## src/rtl/forwarding_pkg.sv

```systemverilog
// Shared forwarding types: the pipeline-stage forwarding entry, the stall-cause
// FSM state and the number of forwarding sources.
package forwarding;

   localparam int XLEN        = 32;
   localparam int REG_ADDR_W  = 5;
   localparam int NUM_FWD_SRC = 3;

   // One in-flight producer: data_valid = 0 means the value is not ready yet (e.g. a load).
   typedef struct packed {
      logic                  data_valid;
      logic [XLEN-1:0]       data;
      logic [REG_ADDR_W-1:0] addr;
   } t;

   typedef enum logic [1:0] {
      RUN        = 2'd0,
      LOAD_STALL = 2'd1,
      MC_STALL   = 2'd2
   } ctrl_state_t;

endpackage

```

## src/rtl/forwarding_ctrl_mux.sv

```systemverilog
// Per-operand forwarding selection and hazard detection; sources are ordered
// highest priority first (EX, MEM, WB) and the register file is the fallback.
module forwarding_mux
   import forwarding::*;
(
   input  t                      src [NUM_FWD_SRC],
   input  logic [REG_ADDR_W-1:0] rs_addr,
   input  logic                  rs_used,
   input  logic [XLEN-1:0]       rs_rf,
   input  logic [31:0]           pending,
   input  logic                  mc_done,
   input  logic [REG_ADDR_W-1:0] mc_done_rd,
   output logic [XLEN-1:0]       rs_data,
   output logic                  load_hazard,
   output logic                  mc_hazard
);

   logic hit;
   logic sel_ready;

   // Only the first matching source counts; x0 never matches anything.
   always_comb begin
      rs_data   = rs_rf;
      sel_ready = 1'b1;
      hit       = 1'b0;
      if (rs_addr == '0) begin
         rs_data = '0;
      end else begin
         for (int k = 0; k < NUM_FWD_SRC; k++) begin
            if (!hit && src[k].addr == rs_addr) begin
               hit       = 1'b1;
               rs_data   = src[k].data;
               sel_ready = src[k].data_valid;
            end
         end
      end
   end

   assign load_hazard = rs_used && !sel_ready;

   // A completion landing this same cycle releases the operand without waiting a cycle.
   assign mc_hazard = rs_used && pending[rs_addr] &&
                      !(mc_done && mc_done_rd == rs_addr);

endmodule

```

## src/rtl/forwarding_ctrl.sv

```systemverilog
// Forwarding / interlock controller: operand bypass, load and multicycle scoreboard
// stalls, stall-cause FSM. Define FORWARDING_CTRL_STATS_EN to add the stall_cycles counter.
module forwarding_ctrl
   import forwarding::*;
#(
   parameter int NUM_REGS = 32
) (
   input  logic                  clk,
   input  logic                  rst_n,
   input  t                      ex_fwd,
   input  t                      mem_fwd,
   input  t                      wb_fwd,
   input  logic [REG_ADDR_W-1:0] rs1_addr,
   input  logic [REG_ADDR_W-1:0] rs2_addr,
   input  logic                  rs1_used,
   input  logic                  rs2_used,
   input  logic [XLEN-1:0]       rs1_rf,
   input  logic [XLEN-1:0]       rs2_rf,
   input  logic                  mc_issue,
   input  logic [REG_ADDR_W-1:0] mc_rd,
   input  logic                  mc_done,
   input  logic [REG_ADDR_W-1:0] mc_done_rd,
   input  logic                  stats_clr,
   output logic [XLEN-1:0]       rs1_data,
   output logic [XLEN-1:0]       rs2_data,
   output logic                  stall,
   output logic [NUM_REGS-1:0]   pending,
   output logic [1:0]            state
`ifdef FORWARDING_CTRL_STATS_EN
   ,
   output logic [31:0]           stall_cycles
`endif
);

   t                  srcs [NUM_FWD_SRC];
   logic [31:0]       pending_ext;
   logic [NUM_REGS-1:0] pending_next;
   logic              load_hz1, load_hz2, mc_hz1, mc_hz2;
   logic              load_any, mc_any;
   ctrl_state_t       state_q, state_next;

   assign srcs[0]     = ex_fwd;
   assign srcs[1]     = mem_fwd;
   assign srcs[2]     = wb_fwd;
   assign pending_ext = 32'(pending);

   forwarding_mux u_mux_rs1 (
      .src         (srcs),
      .rs_addr     (rs1_addr),
      .rs_used     (rs1_used),
      .rs_rf       (rs1_rf),
      .pending     (pending_ext),
      .mc_done     (mc_done),
      .mc_done_rd  (mc_done_rd),
      .rs_data     (rs1_data),
      .load_hazard (load_hz1),
      .mc_hazard   (mc_hz1)
   );

   forwarding_mux u_mux_rs2 (
      .src         (srcs),
      .rs_addr     (rs2_addr),
      .rs_used     (rs2_used),
      .rs_rf       (rs2_rf),
      .pending     (pending_ext),
      .mc_done     (mc_done),
      .mc_done_rd  (mc_done_rd),
      .rs_data     (rs2_data),
      .load_hazard (load_hz2),
      .mc_hazard   (mc_hz2)
   );

   assign load_any = load_hz1 || load_hz2;
   assign mc_any   = mc_hz1 || mc_hz2;
   assign stall    = load_any || mc_any;

   // Clear first so a same-cycle issue to the same register wins; a stalled issue is dropped.
   always_comb begin
      pending_next = pending;
      for (int i = 1; i < NUM_REGS; i++) begin
         if (mc_done && mc_done_rd == REG_ADDR_W'(i))
            pending_next[i] = 1'b0;
         if (mc_issue && !stall && mc_rd == REG_ADDR_W'(i))
            pending_next[i] = 1'b1;
      end
      pending_next[0] = 1'b0;
   end

   always_comb begin
      state_next = RUN;
      if (load_any)
         state_next = LOAD_STALL;
      else if (mc_any)
         state_next = MC_STALL;
   end

   always_ff @(posedge clk or negedge rst_n) begin
      if (!rst_n) begin
         pending <= '0;
         state_q <= RUN;
      end else begin
         pending <= pending_next;
         state_q <= state_next;
      end
   end

   assign state = state_q;

`ifdef FORWARDING_CTRL_STATS_EN
   // Clear beats increment; the count sticks at all-ones rather than wrapping.
   always_ff @(posedge clk or negedge rst_n) begin
      if (!rst_n)
         stall_cycles <= '0;
      else if (stats_clr)
         stall_cycles <= '0;
      else if (stall && stall_cycles != 32'hFFFF_FFFF)
         stall_cycles <= stall_cycles + 32'd1;
   end
`else
   logic unused_stats_clr;
   assign unused_stats_clr = stats_clr;
`endif

endmodule

```

## config.mk

```make
export PLATFORM = sky130hd
export DESIGN_NAME = forwarding_ctrl
export DESIGN_NICKNAME = d
export VERILOG_FILES = /design/src/rtl/forwarding_pkg.sv /design/src/rtl/forwarding_ctrl_mux.sv /design/src/rtl/forwarding_ctrl.sv
export SDC_FILE = /design/constraint.sdc
export NUM_CORES = 1
export LEC_CHECK = 0
export ABC_CLOCK_PERIOD_IN_PS = 3110
export CAP_MARGIN = 20
export CORE_MARGIN = 2
export CORE_UTILIZATION = 39
export CTS_CLUSTER_SIZE = 25
export DETAILED_ROUTE_END_ITERATION = 8
export GPL_ROUTABILITY_DRIVEN = 0
export PLACE_DENSITY = 0.83
export SLEW_MARGIN = 30
export SYNTH_ARGS = -nofsm -noshare
export SYNTH_HDL_FRONTEND = slang
export SYNTH_SLANG_ARGS = --single-unit
```

## constraint.sdc

```tcl
create_clock -name clk -period 3.11 [get_ports clk]
set_input_delay 0.622 -clock clk [delete_from_list [all_inputs] [get_ports clk]]
set_output_delay 0.622 -clock clk [all_outputs]
set_load 0.05 [all_outputs]
```

# --- Yosys cells after proc, flatten, opt, wreduce, memory -nomap -nowiden ---
# Index checks and enable logic that the tools add are counted.
classes:
  muxes: 92
  n_eq_ne: 70
  n_reduce_logical: 120
  magnitude_cmp: 2
ops:
  columns: ["op", "count"]
  rows:
  - ["two-way mux 32 bit", 8]
  - ["equality test 5 bit, second input constant", 32]
  - ["equality test 5 x 4 -> 1 bit, second input constant", 16]
  - ["two-way mux 1 bit", 80]
  - ["logical AND 1 bit", 75]
  - ["nonzero test 2 bit", 31]
  - ["equality test 5 x 3 -> 1 bit, second input constant", 8]
  - ["equality test 5 bit", 8]
  - ["equality test 5 x 2 -> 1 bit, second input constant", 4]
  - ["< comparator 5 x 6 -> 1 bit, second input constant", 2]
  - ["binary-select mux 1 bit (select 5 bit)", 2]
  - ["equality test 5 x 1 -> 1 bit, second input constant", 2]
  - ["logical NOT 5 bit", 2]
  - ["logical NOT 1 bit", 9]
  - ["two-way mux 2 bit", 2]
  - ["logical OR 1 bit", 3]
word_totals:
  wordCells: 316
  register_bits: 33

# --- Depth between registers and ports, before layout ---
logic_depth:
  ltp_word: 19
  ltp_mapped: 10
  depth_no_buf: 6

# --- By module ---
# Synthesis repeated with hierarchy kept, for this count alone.
hier_totals:
  cells_unflattened: 583
  area_unflattened_um2: 5231.3
by_module_without_submodules:
  columns: ["module", "area_per_inst_um2", "n_inst", "cells_each"]
  rows:
  - ["forwarding_mux", 1909.3, 2, 226]
  - ["forwarding_ctrl", 1412.6, 1, 131]

# --- Worst setup path after synthesis ---
# Ideal clock, no wire load.
synth_timing:
  path_type: "input port to output port"
  startpoint: "in rs1_addr[0]"
  endpoint: "out rs1_data[1]"
  cell_stages: 9
  arrival_ns: 2.877
  slack_ns: -0.389
  t_required_ns: 2.488
  cell_sequence: "buf_6 -> buf_4 -> xnor2_1 -> nand3_1 -> or2_2 -> buf_2 -> buf_1 -> a211o_1 -> a21oi_1"
synth_between:
  elab_chain_cells: 11
  elab_cells_between_ends: 16
  cone_classes: "eq/ne: 3; mux: 8; reduce/logical: 5"
synth_rtl:
  columns: ["element", "line", "text"]
  rows:
  - ["from (decl)", "forwarding_ctrl.sv:13", "input logic [REG_ADDR_W-1:0] rs1_addr,"]
  - ["equality test 5 bit", "forwarding_ctrl_mux.sv:30", "if (!hit && src[k].addr == rs_addr) begin"]
  - ["two-way mux 1 bit", "forwarding_ctrl_mux.sv:30", null]
  - ["two-way mux 1 bit", "forwarding_ctrl_mux.sv:26", "if (rs_addr == '0) begin"]
  - ["logical NOT 1 bit", "forwarding_ctrl_mux.sv:30", null]
  - ["logical AND 1 bit", "forwarding_ctrl_mux.sv:30", null]
  - ["two-way mux 1 bit", "forwarding_ctrl_mux.sv:30", null]
  - ["two-way mux 1 bit", "forwarding_ctrl_mux.sv:26", null]
  - ["logical NOT 1 bit", "forwarding_ctrl_mux.sv:30", null]
  - ["logical AND 1 bit", "forwarding_ctrl_mux.sv:30", null]
  - ["two-way mux 32 bit", "forwarding_ctrl_mux.sv:30", null]
  - ["two-way mux 32 bit (*)", "forwarding_ctrl_mux.sv:26", null]
  - ["to (decl)", "forwarding_ctrl.sv:24", "output logic [XLEN-1:0] rs1_data,"]
# Mark *: on every way between the ends. The rest lies on a longest branch, timed or not. The select of a mux whose other input is x is not followed.

# --- Worst setup path after layout ---
layout_timing:
  startpoint: "in ex_fwd[2] (netlist name)"
  endpoint: "out rs1_data[13]"
layout_between:
  elab_chain_cells: 11
  elab_cells_between_ends: 13
  cone_classes: "eq/ne: 1; mux: 8; reduce/logical: 4"
layout_rtl:
  columns: ["element", "line", "text"]
  rows:
  - ["from (decl)", "forwarding_ctrl.sv:10", "input t ex_fwd,"]
  - ["equality test 5 bit (*)", "forwarding_ctrl_mux.sv:30", null]
  - ["two-way mux 1 bit", "forwarding_ctrl_mux.sv:30", null]
  - ["two-way mux 1 bit", "forwarding_ctrl_mux.sv:26", null]
  - ["logical NOT 1 bit", "forwarding_ctrl_mux.sv:30", null]
  - ["logical AND 1 bit", "forwarding_ctrl_mux.sv:30", null]
  - ["two-way mux 1 bit", "forwarding_ctrl_mux.sv:30", null]
  - ["two-way mux 1 bit", "forwarding_ctrl_mux.sv:26", null]
  - ["logical NOT 1 bit", "forwarding_ctrl_mux.sv:30", null]
  - ["logical AND 1 bit", "forwarding_ctrl_mux.sv:30", null]
  - ["two-way mux 32 bit (*)", "forwarding_ctrl_mux.sv:30", null]
  - ["two-way mux 32 bit (*)", "forwarding_ctrl_mux.sv:26", null]
# Marked as above.

==> run summary <==
relative max-transition margin -> 0.501
Synth Area in Adders -> 0
Placement Rows -> 42
Setup crit end kind -> output pin
# Max-Cap Violations -> 0
largest family of logic cells by synthesized area -> compound AO/OA/AOI/OAI gates
CTS tree -> done
initial antenna violation count -> 6
multiplexer area fraction after synthesis -> 0.196
post-layout min period -> 3.27 ns
wire per inst -> 25.2 microns
share of cells above drive strength 1 -> 0.372
Synth Register Bits -> 33
most used routing layer -> met2
# setup viols final -> 50
combinational power share -> 0.711
Slew Limit Fails -> 0
Synth cell types -> 48
fraction of registers with async set/reset -> 1.00
Fin Clk Skew -> 0.00438 ns
pwr/cell area -> 361 nW/um^2
initial core utilization -> 0.396
RSZ-0062 raised after global routing -> true
hold_ws -> 0.585 ns
GRT overflow -> 0
area leader, netlist -> dfrtp_1
Crit path max-delay family -> compound AO/OA/AOI/OAI gates
CTS Sinks -> 33
Inserted Clock Buffers -> 5
vias in the first global route -> 7418
CP most frequent cell -> buf_12
# H-tree levels -> 2
slowest library cell on the worst path -> o211ai_1
clk_lat worst skew -> 0.29 ns
fmax -> 0.306 GHz
Mapped Nets -> 891
Yosys warning total -> 0
synthesized area per cell -> 7.55 sq um
Data arrival, critical path -> 2.64 ns
Die H -> 119 microns
kind of critical path -> in -> out
worst path cell trace -> buf_8 -> buf_6 -> xnor2_2 -> nand3_1 -> o211ai_1 -> nor2_4 -> buf_12 -> buf_12 -> a211o_1 -> a21oi_4 -> buf_12
setup TNS -> -2.66 ns
Core Area -> 13100 sq um
number of iterations in the first detailed-routing pass -> 8
largest net degree at the start of global routing -> 36
Clk pin slew, worst setup/hold paths -> 0.05 ns
chip width -> 119 microns
XOR/XNOR Fraction of Synth Area -> 0.0677
Hold Crit Class -> reg -> reg
Synth top area share -> 0.160
Synth Area in Compound Gates -> 0.309
drt drc -> 0
Post-synth top cells -> nand2_1 (108), nor2_1 (77), mux2i_1 (73)
Max stage delay on crit path -> 0.44 ns
Internal Pwr Total -> 2.14 mW
sequential power share -> 0.171
initial DRC count -> 708
dominant synthesized flop cell -> dfrtp_1
deepest clock path buffer count -> 2
GR Util All Layers -> 0.378
register area share after synthesis -> 0.160
switching power -> 1.89 mW
Worst Max-Slew Pin Slew -> 0.747 ns
failing checks -> negative setup slack
vias -> 7695
Core Util, Final -> 0.854
die area -> 14200 sq um
Worst setup SP type -> primary input
met3 Use GR -> 0.0814
Syn Inst Count -> 686
Max Fanout on Critical Path -> 15
post-DP HPWL -> 19500 microns
synth top area cells -> dfrtp_1 (16%), mux2i_1 (14%), a211o_1 (11%)
power share of the clock group -> 0.119
EDFF count, synth -> 0
Post-Route WL -> 31100 microns
met1 GRT Util -> 0.429
Netlist Area Pre-Place -> 5180 sq um
global routing usage on met2 -> 0.662
vias per cell -> 6.24
Final Hold Viols -> 0
Buffers on Ports -> 301
Max IR drop VDD -> 0.659 mV
Fill cells -> 668
Area growth, synth to finish -> 116%
run status -> finished, violations left
Root Driver -> clkbuf_16
Sw Ratio -> 0.469
Routed Antenna Nets -> 0
Critical path buffers and inverters -> 5
leak pwr -> 4.87 nW
Worst Slack Setup Final -> -0.155 ns
period utilisation layout -> 1.05
first-pass GRT wire length -> 42100 microns
Final nets -> 1254
worst path required time -> 2.49 ns
Ports -> 304
Simple-Gate Fraction of Synth Area -> 0.197
most common cell in the netlist -> nand2_1
## registers in the layout, indices dropped and copies added (netlist names)
signal and cells:
pending 31, state 2
## power groups by stage
stage / clock network, mW / registers, mW / logic (mW)
6_report: 0.479 / 0.689 / 2.87
5_1_grt: 0.493 / 0.695 / 2.96
4_1_cts: 0.470 / 0.667 / 2.75
3_5_place_dp: 0 / 0.670 / 2.63
3_3_place_gp: 0 / 0.667 / 2.60
2_1_floorplan: 0 / 1.00 / 1.17
## layout by cell type (no fill, tap or decap), drive strengths merged, types with 31 or more instances in the layout
| cell | instances |
|---|---|
| o21ai | 34 |
| nand2 | 108 |
| o31ai | 31 |
| a211o | 65 |
| mux2i | 73 |
| nor2 | 78 |
| a21oi | 64 |
| dfrtp | 33 |
| buf | 197 |
| clkdlybuf4s50 | 211 |
## worst paths after layout
check                            start            to  slack [ns]  depth (start not counted)
setup / recovery             ex_fwd[2]  rs1_data[13]       -0.16                         11
hold / removal             pending[15]   pending[15]        0.59                          2
setup reg to reg            pending[9]   pending[25]        0.65                          7
hold reg to reg            pending[15]   pending[15]        0.59                          2
max in group asynchronous        rst_n      state[0]        2.05                          2
min in group asynchronous        rst_n    pending[4]        0.75                          2
## timing repair
action                     CTS  global route
resized for setup          173            70
pin swaps                   93            57
buffers inserted            33             5
setup endpoints to repair   65            65
gates cloned                 8             7
hold buffers                 0             0
## tightest hold or removal path: stages, from the launching register on
cell and delay (ns):
dfrtp_1 0.38, o21ai_0 0.11, o31ai_2 0.06
## metal layers
| metal | up-vias | share of wire |
|---|---|---|
| li1 | 3229 | - |
| met1 | 3691 | 0.34 |
| met2 | 595 | 0.49 |
| met3 | 180 | 0.097 |
| met4 | 0 | 0.074 |
| met5 | - | 0 |
## layout make-up
| type | count | area (sq um) | area share |
|---|---|---|---|
| Inverter | 7 | 26.3 | 0.00235 |
| Clock inverter | 2 | 10.0 | 0.000896 |
| Timing Repair Buffer | 423 | 4950 | 0.443 |
| Multi-Input combinational cell | 579 | 4990 | 0.447 |
| Clock buffer | 6 | 129 | 0.0115 |
| Antenna cell | 7 | 17.5 | 0.00157 |
| Tap cell | 176 | 220 | 0.0197 |
| Sequential cell | 33 | 826 | 0.0739 |
## per-stage QoR
step	instance area, sq um	setup WS [ns]	cells	power [mW]
global route	11200	-0.226	1233	4.15
detailed placement	9870	-0.584	1169	3.30
floorplan	5800	-0.0968	686	2.17
CTS	10800	-0.0457	1217	3.89
global placement	9870	-0.510	1169	3.26
finish	11200	-0.155	1233	4.04
## cell families after synthesis
group                     Yosys count
and+or+nand+nor                   240
AOI/OAI and AO/OA                 210
muxes                              87
buffers and inverters              75
xor gates and xnor gates           40
DFF                                33
other                               1
No activity file was read; power rests on OpenSTA's default activity.
